`config.mk`:
```
export PLATFORM = sky130hd
export DESIGN_NAME = rand_burst_ctrl_flat
export DESIGN_NICKNAME = d
export VERILOG_FILES = /design/src/rtl/rand_burst_ctrl_pkg.sv /design/src/rtl/rand_burst_ctrl_if.sv /design/src/rtl/rand_burst_ctrl_ser.sv /design/src/rtl/rand_burst_ctrl.sv /design/src/flat_wrapper.sv
export SDC_FILE = /design/constraint.sdc
export NUM_CORES = 1
export LEC_CHECK = 0
export ABC_AREA = 1
export CAP_MARGIN = 20
export CORE_MARGIN = 5
export CORE_UTILIZATION = 50
export DETAILED_ROUTE_END_ITERATION = 10
export PLACE_DENSITY_LB_ADDON = 0.3
export SLEW_MARGIN = 15
export SYNTH_ARGS = -nofsm -noshare
export SYNTH_HDL_FRONTEND = slang
export SYNTH_HIERARCHICAL = 1
export SYNTH_SLANG_ARGS = --single-unit
export TNS_END_PERCENT = 5
```
`constraint.sdc`:
```
create_clock -name clk -period 2.5 [get_ports clk]
set_clock_uncertainty 0.2 [all_clocks]
set_input_delay 0.5 -clock clk [delete_from_list [all_inputs] [get_ports clk]]
set_output_delay 0.5 -clock clk [all_outputs]
set_load 0.05 [all_outputs]
```
`src/rtl/rand_burst_ctrl_pkg.sv`:
```
// Shared constants for the randomizer burst sequencer: FSM encoding, seed width,
// pad byte and the seed builder.
package rand_burst_ctrl_pkg;

    localparam int          RAND_SEED_W = 15;
    localparam logic [7:0]  PAD_BYTE    = 8'hFF;

    localparam logic [2:0] ST_IDLE  = 3'd0;
    localparam logic [2:0] ST_LOAD  = 3'd1;
    localparam logic [2:0] ST_SHIFT = 3'd2;
    localparam logic [2:0] ST_PAD   = 3'd3;
    localparam logic [2:0] ST_DONE  = 3'd4;

    // Seed layout, MSB first: bsid | 11 | diuc | 1 | frame_num
    function automatic logic [RAND_SEED_W-1:0] build_seed(input logic [3:0] bsid,
                                                          input logic [3:0] diuc,
                                                          input logic [3:0] frame_num);
        return {bsid, 2'b11, diuc, 1'b1, frame_num};
    endfunction

endpackage

```
`src/rtl/rand_burst_ctrl_if.sv`:
```
// Descriptor, byte-source and randomizer-side signals of the burst sequencer.
interface rand_burst_ctrl_if #(parameter int LEN_W = 11);
    import rand_burst_ctrl_pkg::*;

    logic                   burst_start;
    logic [LEN_W-1:0]       burst_len;
    logic [LEN_W-1:0]       payload_len;
    logic [3:0]             diuc;
    logic [3:0]             frame_num;
    logic [3:0]             bsid;
    logic [7:0]             src_data;
    logic                   src_valid;
    logic                   src_ready;
    logic                   rand_in_bits;
    logic                   rand_in_valid;
    logic [RAND_SEED_W-1:0] rand_iv;
    logic                   rand_reload;
    logic                   busy;
    logic                   burst_done;
    logic                   len_err;

    modport master (
        output burst_start, burst_len, payload_len, diuc, frame_num, bsid,
        output src_data, src_valid,
        input  src_ready, rand_in_bits, rand_in_valid, rand_iv, rand_reload,
        input  busy, burst_done, len_err
    );

    modport slave (
        input  burst_start, burst_len, payload_len, diuc, frame_num, bsid,
        input  src_data, src_valid,
        output src_ready, rand_in_bits, rand_in_valid, rand_iv, rand_reload,
        output busy, burst_done, len_err
    );

endinterface

```
`src/rtl/rand_burst_ctrl_ser.sv`:
```
// Byte hold register that shifts out MSB first, one bit per clock while full.
// Exposes next-cycle full/bit so the parent can register its serial outputs.
module rand_burst_ctrl_ser (
    input  logic       clk,
    input  logic       reset,
    input  logic       load,
    input  logic [7:0] din,
    output logic       full,
    output logic       last,
    output logic       full_nxt,
    output logic       bit_nxt
);

    logic [7:0] sreg, sreg_d;
    logic [2:0] bit_idx, idx_d;

    // A load may coincide with the last bit of the previous byte (back-to-back bytes).
    always_comb begin
        sreg_d   = sreg;
        idx_d    = bit_idx;
        full_nxt = full;
        if (load) begin
            sreg_d   = din;
            idx_d    = 3'd0;
            full_nxt = 1'b1;
        end else if (full) begin
            if (bit_idx == 3'd7) begin
                full_nxt = 1'b0;
            end else begin
                sreg_d = {sreg[6:0], 1'b0};
                idx_d  = bit_idx + 3'd1;
            end
        end
    end

    always_ff @(posedge clk or posedge reset) begin
        if (reset) begin
            sreg    <= '0;
            bit_idx <= '0;
            full    <= 1'b0;
        end else begin
            sreg    <= sreg_d;
            bit_idx <= idx_d;
            full    <= full_nxt;
        end
    end

    assign last    = full && (bit_idx == 3'd7);
    assign bit_nxt = sreg_d[7];

endmodule

```
`src/rtl/rand_burst_ctrl.sv`:
```
// Per-burst sequencer: latches a descriptor, strobes the randomizer seed, serializes
// payload bytes MSB first and pads the rest of the allocation with ones.
module rand_burst_ctrl
    import rand_burst_ctrl_pkg::*;
#(
    parameter int LEN_W = 11
) (
    input  logic              clk,
    input  logic              reset,
    rand_burst_ctrl_if.slave  bus
);

    logic [2:0]       state, state_d;
    logic [LEN_W-1:0] pay_len, pad_len, bytes_taken, bytes_pad, clamp_len;
    logic [2:0]       pad_bit, pad_bit_d;
    logic             start_ok, take, pay_drained, pad_last;
    logic             ser_full, ser_last, ser_full_nxt, ser_bit_nxt;

    assign start_ok    = (state == ST_IDLE) && bus.burst_start;
    assign clamp_len   = (bus.payload_len > bus.burst_len) ? bus.burst_len : bus.payload_len;
    assign pay_drained = (bytes_taken == pay_len) && (!ser_full || ser_last);
    assign pad_last    = (pad_bit == 3'd7) && (bytes_pad == pad_len - 1'b1);

    // Ready again on the cycle bit 7 goes out, so bytes stream without a bubble.
    assign bus.src_ready = ((state == ST_LOAD) || (state == ST_SHIFT)) &&
                           (bytes_taken < pay_len) && (!ser_full || ser_last);
    assign take = bus.src_valid && bus.src_ready;

    rand_burst_ctrl_ser u_ser (
        .clk      (clk),
        .reset    (reset),
        .load     (take),
        .din      (bus.src_data),
        .full     (ser_full),
        .last     (ser_last),
        .full_nxt (ser_full_nxt),
        .bit_nxt  (ser_bit_nxt)
    );

    always_comb begin
        state_d = state;
        case (state)
            ST_IDLE:  if (start_ok) state_d = (bus.burst_len == '0) ? ST_DONE : ST_LOAD;
            ST_LOAD:  state_d = ST_SHIFT;
            ST_SHIFT: if (pay_drained) state_d = (pad_len == '0) ? ST_DONE : ST_PAD;
            ST_PAD:   if (pad_last) state_d = ST_DONE;
            ST_DONE:  state_d = ST_IDLE;
            default:  state_d = ST_IDLE;
        endcase
    end

    assign pad_bit_d = (state == ST_PAD) ? pad_bit + 3'd1 : pad_bit;

    always_ff @(posedge clk or posedge reset) begin
        if (reset) begin
            state       <= ST_IDLE;
            pay_len     <= '0;
            pad_len     <= '0;
            bytes_taken <= '0;
            bytes_pad   <= '0;
            pad_bit     <= '0;
        end else begin
            state <= state_d;
            if (start_ok) begin
                pay_len     <= clamp_len;
                pad_len     <= bus.burst_len - clamp_len;
                bytes_taken <= '0;
                bytes_pad   <= '0;
                pad_bit     <= '0;
            end else begin
                if (take) bytes_taken <= bytes_taken + 1'b1;
                pad_bit <= pad_bit_d;
                if (state == ST_PAD && pad_bit == 3'd7) bytes_pad <= bytes_pad + 1'b1;
            end
        end
    end

    // Outputs are registered from next-state values so they line up with the state they describe.
    always_ff @(posedge clk or posedge reset) begin
        if (reset) begin
            bus.rand_iv       <= '0;
            bus.len_err       <= 1'b0;
            bus.rand_reload   <= 1'b0;
            bus.busy          <= 1'b0;
            bus.burst_done    <= 1'b0;
            bus.rand_in_valid <= 1'b0;
            bus.rand_in_bits  <= 1'b0;
        end else begin
            if (start_ok) begin
                bus.rand_iv <= build_seed(bus.bsid, bus.diuc, bus.frame_num);
                bus.len_err <= bus.payload_len > bus.burst_len;
            end
            bus.rand_reload   <= state_d == ST_LOAD;
            bus.busy          <= state_d != ST_IDLE;
            bus.burst_done    <= state_d == ST_DONE;
            bus.rand_in_valid <= ((state_d == ST_SHIFT) && ser_full_nxt) || (state_d == ST_PAD);
            if (state_d == ST_PAD)
                bus.rand_in_bits <= PAD_BYTE[~pad_bit_d];
            else
                bus.rand_in_bits <= (state_d == ST_SHIFT) && ser_full_nxt && ser_bit_nxt;
        end
    end

endmodule

```
`src/flat_wrapper.sv`:
```
// flat-port wrapper written by rule: the top's interface ports become plain ports
module rand_burst_ctrl_flat import rand_burst_ctrl_pkg::*;
#(
    parameter int LEN_W = 11
)
  (clk, reset, bus_burst_start, bus_burst_len, bus_payload_len, bus_diuc, bus_frame_num, bus_bsid, bus_src_data, bus_src_valid, bus_src_ready, bus_rand_in_bits, bus_rand_in_valid, bus_rand_iv, bus_rand_reload, bus_busy, bus_burst_done, bus_len_err);
  rand_burst_ctrl_if #(.LEN_W(LEN_W)) bus_i ();
  input  logic clk;
  input  logic reset;
  input wire logic [$bits(bus_i.burst_start)-1:0] bus_burst_start;
  input wire logic [$bits(bus_i.burst_len)-1:0] bus_burst_len;
  input wire logic [$bits(bus_i.payload_len)-1:0] bus_payload_len;
  input wire logic [$bits(bus_i.diuc)-1:0] bus_diuc;
  input wire logic [$bits(bus_i.frame_num)-1:0] bus_frame_num;
  input wire logic [$bits(bus_i.bsid)-1:0] bus_bsid;
  input wire logic [$bits(bus_i.src_data)-1:0] bus_src_data;
  input wire logic [$bits(bus_i.src_valid)-1:0] bus_src_valid;
  output wire logic [$bits(bus_i.src_ready)-1:0] bus_src_ready;
  output wire logic [$bits(bus_i.rand_in_bits)-1:0] bus_rand_in_bits;
  output wire logic [$bits(bus_i.rand_in_valid)-1:0] bus_rand_in_valid;
  output wire logic [$bits(bus_i.rand_iv)-1:0] bus_rand_iv;
  output wire logic [$bits(bus_i.rand_reload)-1:0] bus_rand_reload;
  output wire logic [$bits(bus_i.busy)-1:0] bus_busy;
  output wire logic [$bits(bus_i.burst_done)-1:0] bus_burst_done;
  output wire logic [$bits(bus_i.len_err)-1:0] bus_len_err;
  assign bus_i.burst_start = bus_burst_start;
  assign bus_i.burst_len = bus_burst_len;
  assign bus_i.payload_len = bus_payload_len;
  assign bus_i.diuc = bus_diuc;
  assign bus_i.frame_num = bus_frame_num;
  assign bus_i.bsid = bus_bsid;
  assign bus_i.src_data = bus_src_data;
  assign bus_i.src_valid = bus_src_valid;
  assign bus_src_ready = bus_i.src_ready;
  assign bus_rand_in_bits = bus_i.rand_in_bits;
  assign bus_rand_in_valid = bus_i.rand_in_valid;
  assign bus_rand_iv = bus_i.rand_iv;
  assign bus_rand_reload = bus_i.rand_reload;
  assign bus_busy = bus_i.busy;
  assign bus_burst_done = bus_i.burst_done;
  assign bus_len_err = bus_i.len_err;
  rand_burst_ctrl #(.LEN_W(LEN_W)) u_core (.clk(clk), .reset(reset), .bus(bus_i));
endmodule
```
==> results.py <==
metrics = {
    "run_status": {
        "status": "complete, but fails checks",
        "violations": "setup timing",
    },
    "routing": {
        "ant_nets": 0,
        "met2_length_um": 6330,
        "route.met3.wl_um": 596,
        "top_layer": "met4",
        "drtIter0Drc": 239,
        "drc_errors": 0,
        "drt_pre_antenna_iters": 4,
        "via_count": 5041,
        "m1WireLength_um": 5730,
        "viasPerCell": 5.08,
        "routedWlPerCell_um": 13.0,
        "wirelength_um": 12900,
    },
    "floorplanning": {
        "rows": 37,
        "core_area_um2": 10400,
        "die_h_um": 113,
        "initial_core_util_pct": 51.4,
        "die_x_um": 113,
        "io_pins": 68,
        "dieArea_um2": 12800,
    },
    "critical_path": {
        "worstPathMaxFanout": 4,
        "start_kind": "input pin",
        "worst_setup_path_end_kind": "register",
        "reg2reg_slack_ns": 0.02,
        "crit_type": "in -> reg",
        "arrival_ns": 3.19,
        "cp_data_required_time_ns": 2.54,
    },
    "synth": {
        "synth_area_leaders": "dfrtp_1 (38%), nand2_1 (13%), ha_1 (9.4%)",
        "synth_nets": 791,
        "async_reset_ff_share_pct": 100,
        "syn_area_per_cell_um2": 7.57,
        "synth_cell_types": 44,
        "syn-cell-area_um2": 5330,
        "synthCells": 704,
        "synth_area_leader_cell": "dfrtp_1",
        "synth_edf_count": 0,
        "synth_ff_type": "dfrtp_1",
        "ys_warn_count": 6,
        "yosys_register_bits": 81,
        "synthMostInstantiatedCell": "nand2_1",
        "yosys-top-cells-count": "nand2_1 (189), inv_1 (82), dfrtp_1 (81), nand3_1 (63), nor2_1 (56)",
        "yosysTopAreaCellShare_pct": 38.0,
        "yosysSeqAreaShare_pct": 38.0,
    },
    "timing": {
        "fin_crit_ns": 3.15,
        "finalSetupViolCount": 11,
        "setup_tns_ns": -4.61,
        "rsz0062_at_grt": "yes",
        "timing.hold.ws_ns": 0.233,
        "period_share_pct": 126,
        "fin_ws_ns": -0.655,
        "tightest_slew_ns": 0.522,
        "max_slew_margin_pct": 65.1,
        "finalHoldViolCount": 0,
        "fmax_mhz": 317,
        "final_max_slew_viol_count": 0,
    },
    "clocking": {
        "cts_buffer_depth": 2,
        "cts-root-buf": "clkbuf_8",
        "htreeDepth": 3,
        "cts_buffers": 9,
        "clkSinkCount": 81,
        "clk_pin_slew_worst_paths_ns": 0.08,
        "cts_tree": "yes",
        "clock_latency_ns": 0.37,
    },
    "global_route": {
        "grtUsageTotal_pct": 21.2,
        "grt_pass1_vias": 5022,
        "grt_overflow": 0,
        "grt_start_max_net_pins": 75,
        "antenna_found_initial": 0,
        "grt_pass1_wl_um": 22300,
    },
    "layout": {
        "drive_above_1_share_pct": 26.6,
        "nets": 939,
        "diodes": 0,
        "utilization_pct": 70.0,
        "area_growth_pct": 36.2,
        "fillerInstances": 841,
    },
    "power": {
        "irDropWorstVdd_uv": 809,
        "powerDensity_nw_per_um2": 850,
        "p_leak_nw": 3.70,
        "power_mw": 6.17,
    },
    "place": {
        "numPortBuffers": 67,
        "place.detailed.hpwl_um": 9590,
        "dp_slack_ns": -1.57,
        "place_congestion": 0.896,
    },
    "flow_run": {
        "drv_cap": 0,
    },
    "min_path": {
        "hp-class": "in -> async",
    },
}
-- registers in the layout (all words and copies together), names as in the netlist, 3 cells and up --
name	count
u_core/u_ser/bit_idx	3
u_core/u_ser/sreg	8
u_core/bytes_pad	11
u_core/pad_len	11
u_core/pad_bit	3
u_core/state	3
u_core/pay_len	11
u_core/bytes_taken	11
u_core/bus.rand_iv	13
-- critical path: stages --
cell     delay (ns)
buf_2          0.13
ha_4           0.28
a21oi_2        0.06
o21ai_2        0.17
nand2_1        0.10
nand3_2        0.12
o31ai_4        0.10
buf_4          0.16
o21ai_4        0.15
ha_2           0.19
inv_2          0.05
fa_2           0.34
nand3_2        0.07
nand3_2        0.09
nand2_2        0.08
inv_2          0.03
or2_4          0.24
a21oi_4        0.12
or2_4          0.14
a31oi_4        0.07
-- cells by family after synthesis --
logic type | share of synthesized area, %
DFF | 38.0
and+or+nand+nor | 31.3
AOI/OAI and AO/OA | 9.55
xor gates and xnor gates | 2.63
adders and majority gates | 9.76
buffers and inverters | 8.75
-- stage by stage --
| stage | area (um2) | std cells |
|---|---|---|
| 6_report | 7260 | 993 |
| 5_1_grt | 7260 | 993 |
| 4_1_cts | 7140 | 988 |
| 3_5_place_dp | 6710 | 967 |
| 3_3_place_gp | 6710 | 967 |
| 2_1_floorplan | 5340 | 704 |
-- path summary, 6_finish.rpt --
path	start	endpoint	cells after the start
min in group clk	u_core/u_ser/sreg[0]	u_core/u_ser/sreg[1]	2
worst max-delay path	bus_payload_len[4]	u_core/pad_len[6]	20
worst min register to register	u_core/u_ser/sreg[0]	u_core/u_ser/sreg[1]	2
max in group asynchronous	reset	u_core/pad_len[2]	3
worst min-delay path	reset	u_core/bus.rand_in_bits	2
worst max register to register	u_core/bytes_taken[1]	u_core/bus.rand_in_valid	15
-- timing repair --
| action | CTS | global route |
|---|---|---|
| hold buffers | 0 | 0 |
| gates resized for setup | 144 | 18 |
| cloned | 0 | 1 |
| setup endpoints to repair | 21 | 24 |
| buffers inserted | 5 | 4 |
| pin swaps | 29 | 16 |
-- area by class of cell --
| type | count | area, um2 | area share, % |
|---|---|---|---|
| multi-input combinational | 507 | 3170 | 43.6 |
| timing repair buffer | 156 | 1350 | 18.5 |
| inverter | 97 | 374 | 5.15 |
| clock buffer | 11 | 141 | 1.95 |
| tap | 136 | 170 | 2.34 |
| sequential | 81 | 2030 | 27.9 |
| clock inverter | 5 | 38.8 | 0.534 |
-- cells in the final DEF (no fill, tap or decap), types with 10 or more instances in the layout --
master / instances
a21oi_1: 19
a21oi_2: 16
buf_2: 10
buf_4: 86
clkbuf_8: 10
clkdlybuf4s50_1: 44
dfrtp_1: 81
ha_1: 25
ha_4: 14
inv_1: 69
inv_2: 22
nand2_1: 182
nand3_1: 59
nor2_1: 55
nor3_1: 11
o21ai_0: 21
o21ai_1: 11
xor2_1: 13
-- power by group --
part	switching (mW)	internal, mW
Clock	0.495	0.395
Sequential	0.295	1.72
Combinational	1.99	1.28
-- layer usage --
| layer | up-vias | global-route usage, % |
|---|---|---|
| met5 | - | 0 |
| met4 | 0 | 8.25 |
| met3 | 19 | 4.01 |
| met2 | 109 | 36.3 |
| met1 | 2345 | 26.5 |
| li1 | 2568 | - |
Note: power is estimated with default switching activity, not from simulation.
==> patch, RTL diff (same settings) <==
`LEN_W` is set to 11 in 3 places; all go to 22.
--- a/src/rtl/rand_burst_ctrl_if.sv
+++ b/src/rtl/rand_burst_ctrl_if.sv
@@ -1,5 +1,5 @@
 // Descriptor, byte-source and randomizer-side signals of the burst sequencer.
-interface rand_burst_ctrl_if #(parameter int LEN_W = 11);
+interface rand_burst_ctrl_if #(parameter int LEN_W = 22);
     import rand_burst_ctrl_pkg::*;
 
     logic                   burst_start;
--- a/src/rtl/rand_burst_ctrl.sv
+++ b/src/rtl/rand_burst_ctrl.sv
@@ -3,7 +3,7 @@
 module rand_burst_ctrl
     import rand_burst_ctrl_pkg::*;
 #(
-    parameter int LEN_W = 11
+    parameter int LEN_W = 22
 ) (
     input  logic              clk,
     input  logic              reset,
--- a/src/flat_wrapper.sv
+++ b/src/flat_wrapper.sv
@@ -1,7 +1,7 @@
 // flat-port wrapper written by rule: the top's interface ports become plain ports
 module rand_burst_ctrl_flat import rand_burst_ctrl_pkg::*;
 #(
-    parameter int LEN_W = 11
+    parameter int LEN_W = 22
 )
   (clk, reset, bus_burst_start, bus_burst_len, bus_payload_len, bus_diuc, bus_frame_num, bus_bsid, bus_src_data, bus_src_valid, bus_src_ready, bus_rand_in_bits, bus_rand_in_valid, bus_rand_iv, bus_rand_reload, bus_busy, bus_burst_done, bus_len_err);
   rand_burst_ctrl_if #(.LEN_W(LEN_W)) bus_i ();
Ports: changed (resized bus_burst_len and bus_payload_len); port bits go from 68 to 90. No check against the original RTL was run, so the function may have changed too.
==> patch against the unedited design <==
The flow still finishes with violations (negative setup slack). Synthesized area rose by 74%. Worst setup slack worse by 0.51 ns. Via count rose by 110%. Register-to-register slack worse by 0.04 ns. Power increased by 82%. First-iteration DRC count rose to 3.5 times the old value. Final area is 93% higher. Sequential share of layout area is 5.6 points lower. Die area is 67% higher. Combinational power is 78% higher. Wire length up 150%. Sequential cell count increased by 44. Critical endpoint is now u_core/pad_len[16].
==> patch: results (changes against the unedited design) <==
qor: run_status.result_of_the_run complete, but fails checks
qor: run_status.violated_checks negative setup slack
qor: drt.drt_iter0_markers 834 [+250%]
qor: timing.max_slew_margin 65.6% [+0.55 points]
qor: timing.setup_viol 24 [+13]
qor: synth.post_synthesis_net_count 1453 [+84%]
qor: synth.synth-seq-area-share 33.7% [-4.4 points]
qor: synth.synth.area.top_cells sky130_fd_sc_hd__dfrtp_1, sky130_fd_sc_hd__nand2_1, sky130_fd_sc_hd__ha_1
qor: synth.synthDistinctLibCells 51 [+16%]
qor: setup_path.critPathSlowestCell sky130_fd_sc_hd__ha_4
qor: drt.viasPerCell 5.57 [+9.7%]
qor: clocking.cts-resized-gates 303 [+110%]
qor: synth.synth_common_cells sky130_fd_sc_hd__nand2_1, sky130_fd_sc_hd__inv_1, sky130_fd_sc_hd__dfrtp_1
qor: clocking.cts.repair_timing.setup_buffer_count 25 [+20]
qor: clocking.h-tree-depth 4 [+1]
qor: drt.met3WireLength 2120 µm [+250%]
qor: placement.place_hpwl 20600 µm [+120%]
qor: pwr.leakage 6.81 nW [+84%]
qor: global_routing.grt_first_pass_wirelength 48500 µm [+120%]
qor: drt.detail_route.wirelength.met1 13000 µm [+130%]
qor: global_routing.groute.usage.overall 27.4% [+6.2 points]
qor: clocking.clock_buffers_created_by_tritoncts 17 [+8]
qor: timing.final.setup.worst_slack -1.16 ns [-0.508 ns]
qor: clocking.worst_skew_pair.late_latency 0.43 ns [+0.06 ns]
qor: drt.route.met2.wl 15000 µm [+140%]
qor: clocking.root_buffer sky130_fd_sc_hd__clkbuf_16
qor: global_routing.number_of_global_route_vias_before_repair 10000 [+99%]
qor: cells_and_area.fill_cells 1207 [+44%]
qor: drt.detail_route.first_pass.iterations 6 [+2]
qor: setup_path.timing.critical_path.fanout_max 5 [+1]
patch: cell count changes after synthesis, moves of 50 or more:
cell	delta
sky130_fd_sc_hd__inv_1	+84
sky130_fd_sc_hd__nor2_1	+62
sky130_fd_sc_hd__nand2_1	+146
sky130_fd_sc_hd__o21ai_0	+51
sky130_fd_sc_hd__nand3_1	+54
sky130_fd_sc_hd__a21oi_1	+50
patch: through the flow:
stage / total power (W) / TNS (ns) / worst slack, ns / instances / instance area [µm²]
2_1_floorplan: 0.00613 / -30.92 / -1.07 / 1311 / 9500
3_3_place_gp: 0.00776 / -51.65 / -1.95 / 1794 / 12100
3_5_place_dp: 0.00791 / -55.64 / -1.99 / 1794 / 12100
4_1_cts: 0.0108 / -15.50 / -0.876 / 1855 / 13500
5_1_grt: 0.0120 / -22.44 / -1.23 / 1862 / 14000
6_report: 0.0113 / -18.74 / -1.16 / 1862 / 14000
patch: layout make-up:
cell class                      instances  share of cell area [%]
Multi-Input combinational cell        981                    46.6
Sequential cell                       125                    22.3
Timing Repair Buffer                  323                    20.1
Inverter                              173                    4.87
Clock buffer                           20                    3.33
Tap cell                              229                    2.05
Clock inverter                         11                   0.795
patch: layer usage:
layer,vias to the layer above,GRT usage (%)
li1,4970,-
met2,453,45.8
met1,4808,34.8
met5,-,0
met4,0,11.5
met3,135,5.05
patch: cells by family after synthesis:
kind of cell             count (synthesis)  share of synthesized area [%]
AO/OA/AOI/OAI                          199                           11.9
XOR/XNOR                                40                           3.77
adder cells (fa/ha/maj)                 74                           10.0
buffers and inverters                  205                           8.55
flip-flops                             125                           33.7
AND/OR/NAND/NOR                        668                           32.1
patch: worst paths after layout:
path	startpoint	to	slack [ns]	depth (start not counted)
min in group clk	u_core/bus.rand_iv[6]	u_core/bus.rand_iv[6]	0.28	2
max in group asynchronous	reset	u_core/pad_len[9]	1.28	3
worst max-delay path	bus_burst_len[3]	u_core/pad_len[16]	-1.16	27
worst min-delay path	reset	u_core/bus.rand_in_valid	0.25	2
worst max register to register	u_core/pad_len[1]	u_core/bus.rand_in_bits	-0.02	17
worst min register to register	u_core/bus.rand_iv[6]	u_core/bus.rand_iv[6]	0.28	2
patch: critical path, delay by kind of cell:
family | cells | cell delay (ns)
buf+inv | 5 | 0.57
fa+ha+maj | 2 | 0.52
compound gates | 9 | 1.20
simple gates | 11 | 0.95
patch: power groups by stage:
stage | Combinational, W | Clock, W | Sequential, W
finish | 0.00581 | 0.00240 | 0.00304
global route | 0.00633 | 0.00253 | 0.00311
CTS | 0.00532 | 0.00244 | 0.00303
detailed placement | 0.00486 | 0 | 0.00305
floorplan | 0.00273 | 0 | 0.00340
global placement | 0.00472 | 0 | 0.00303
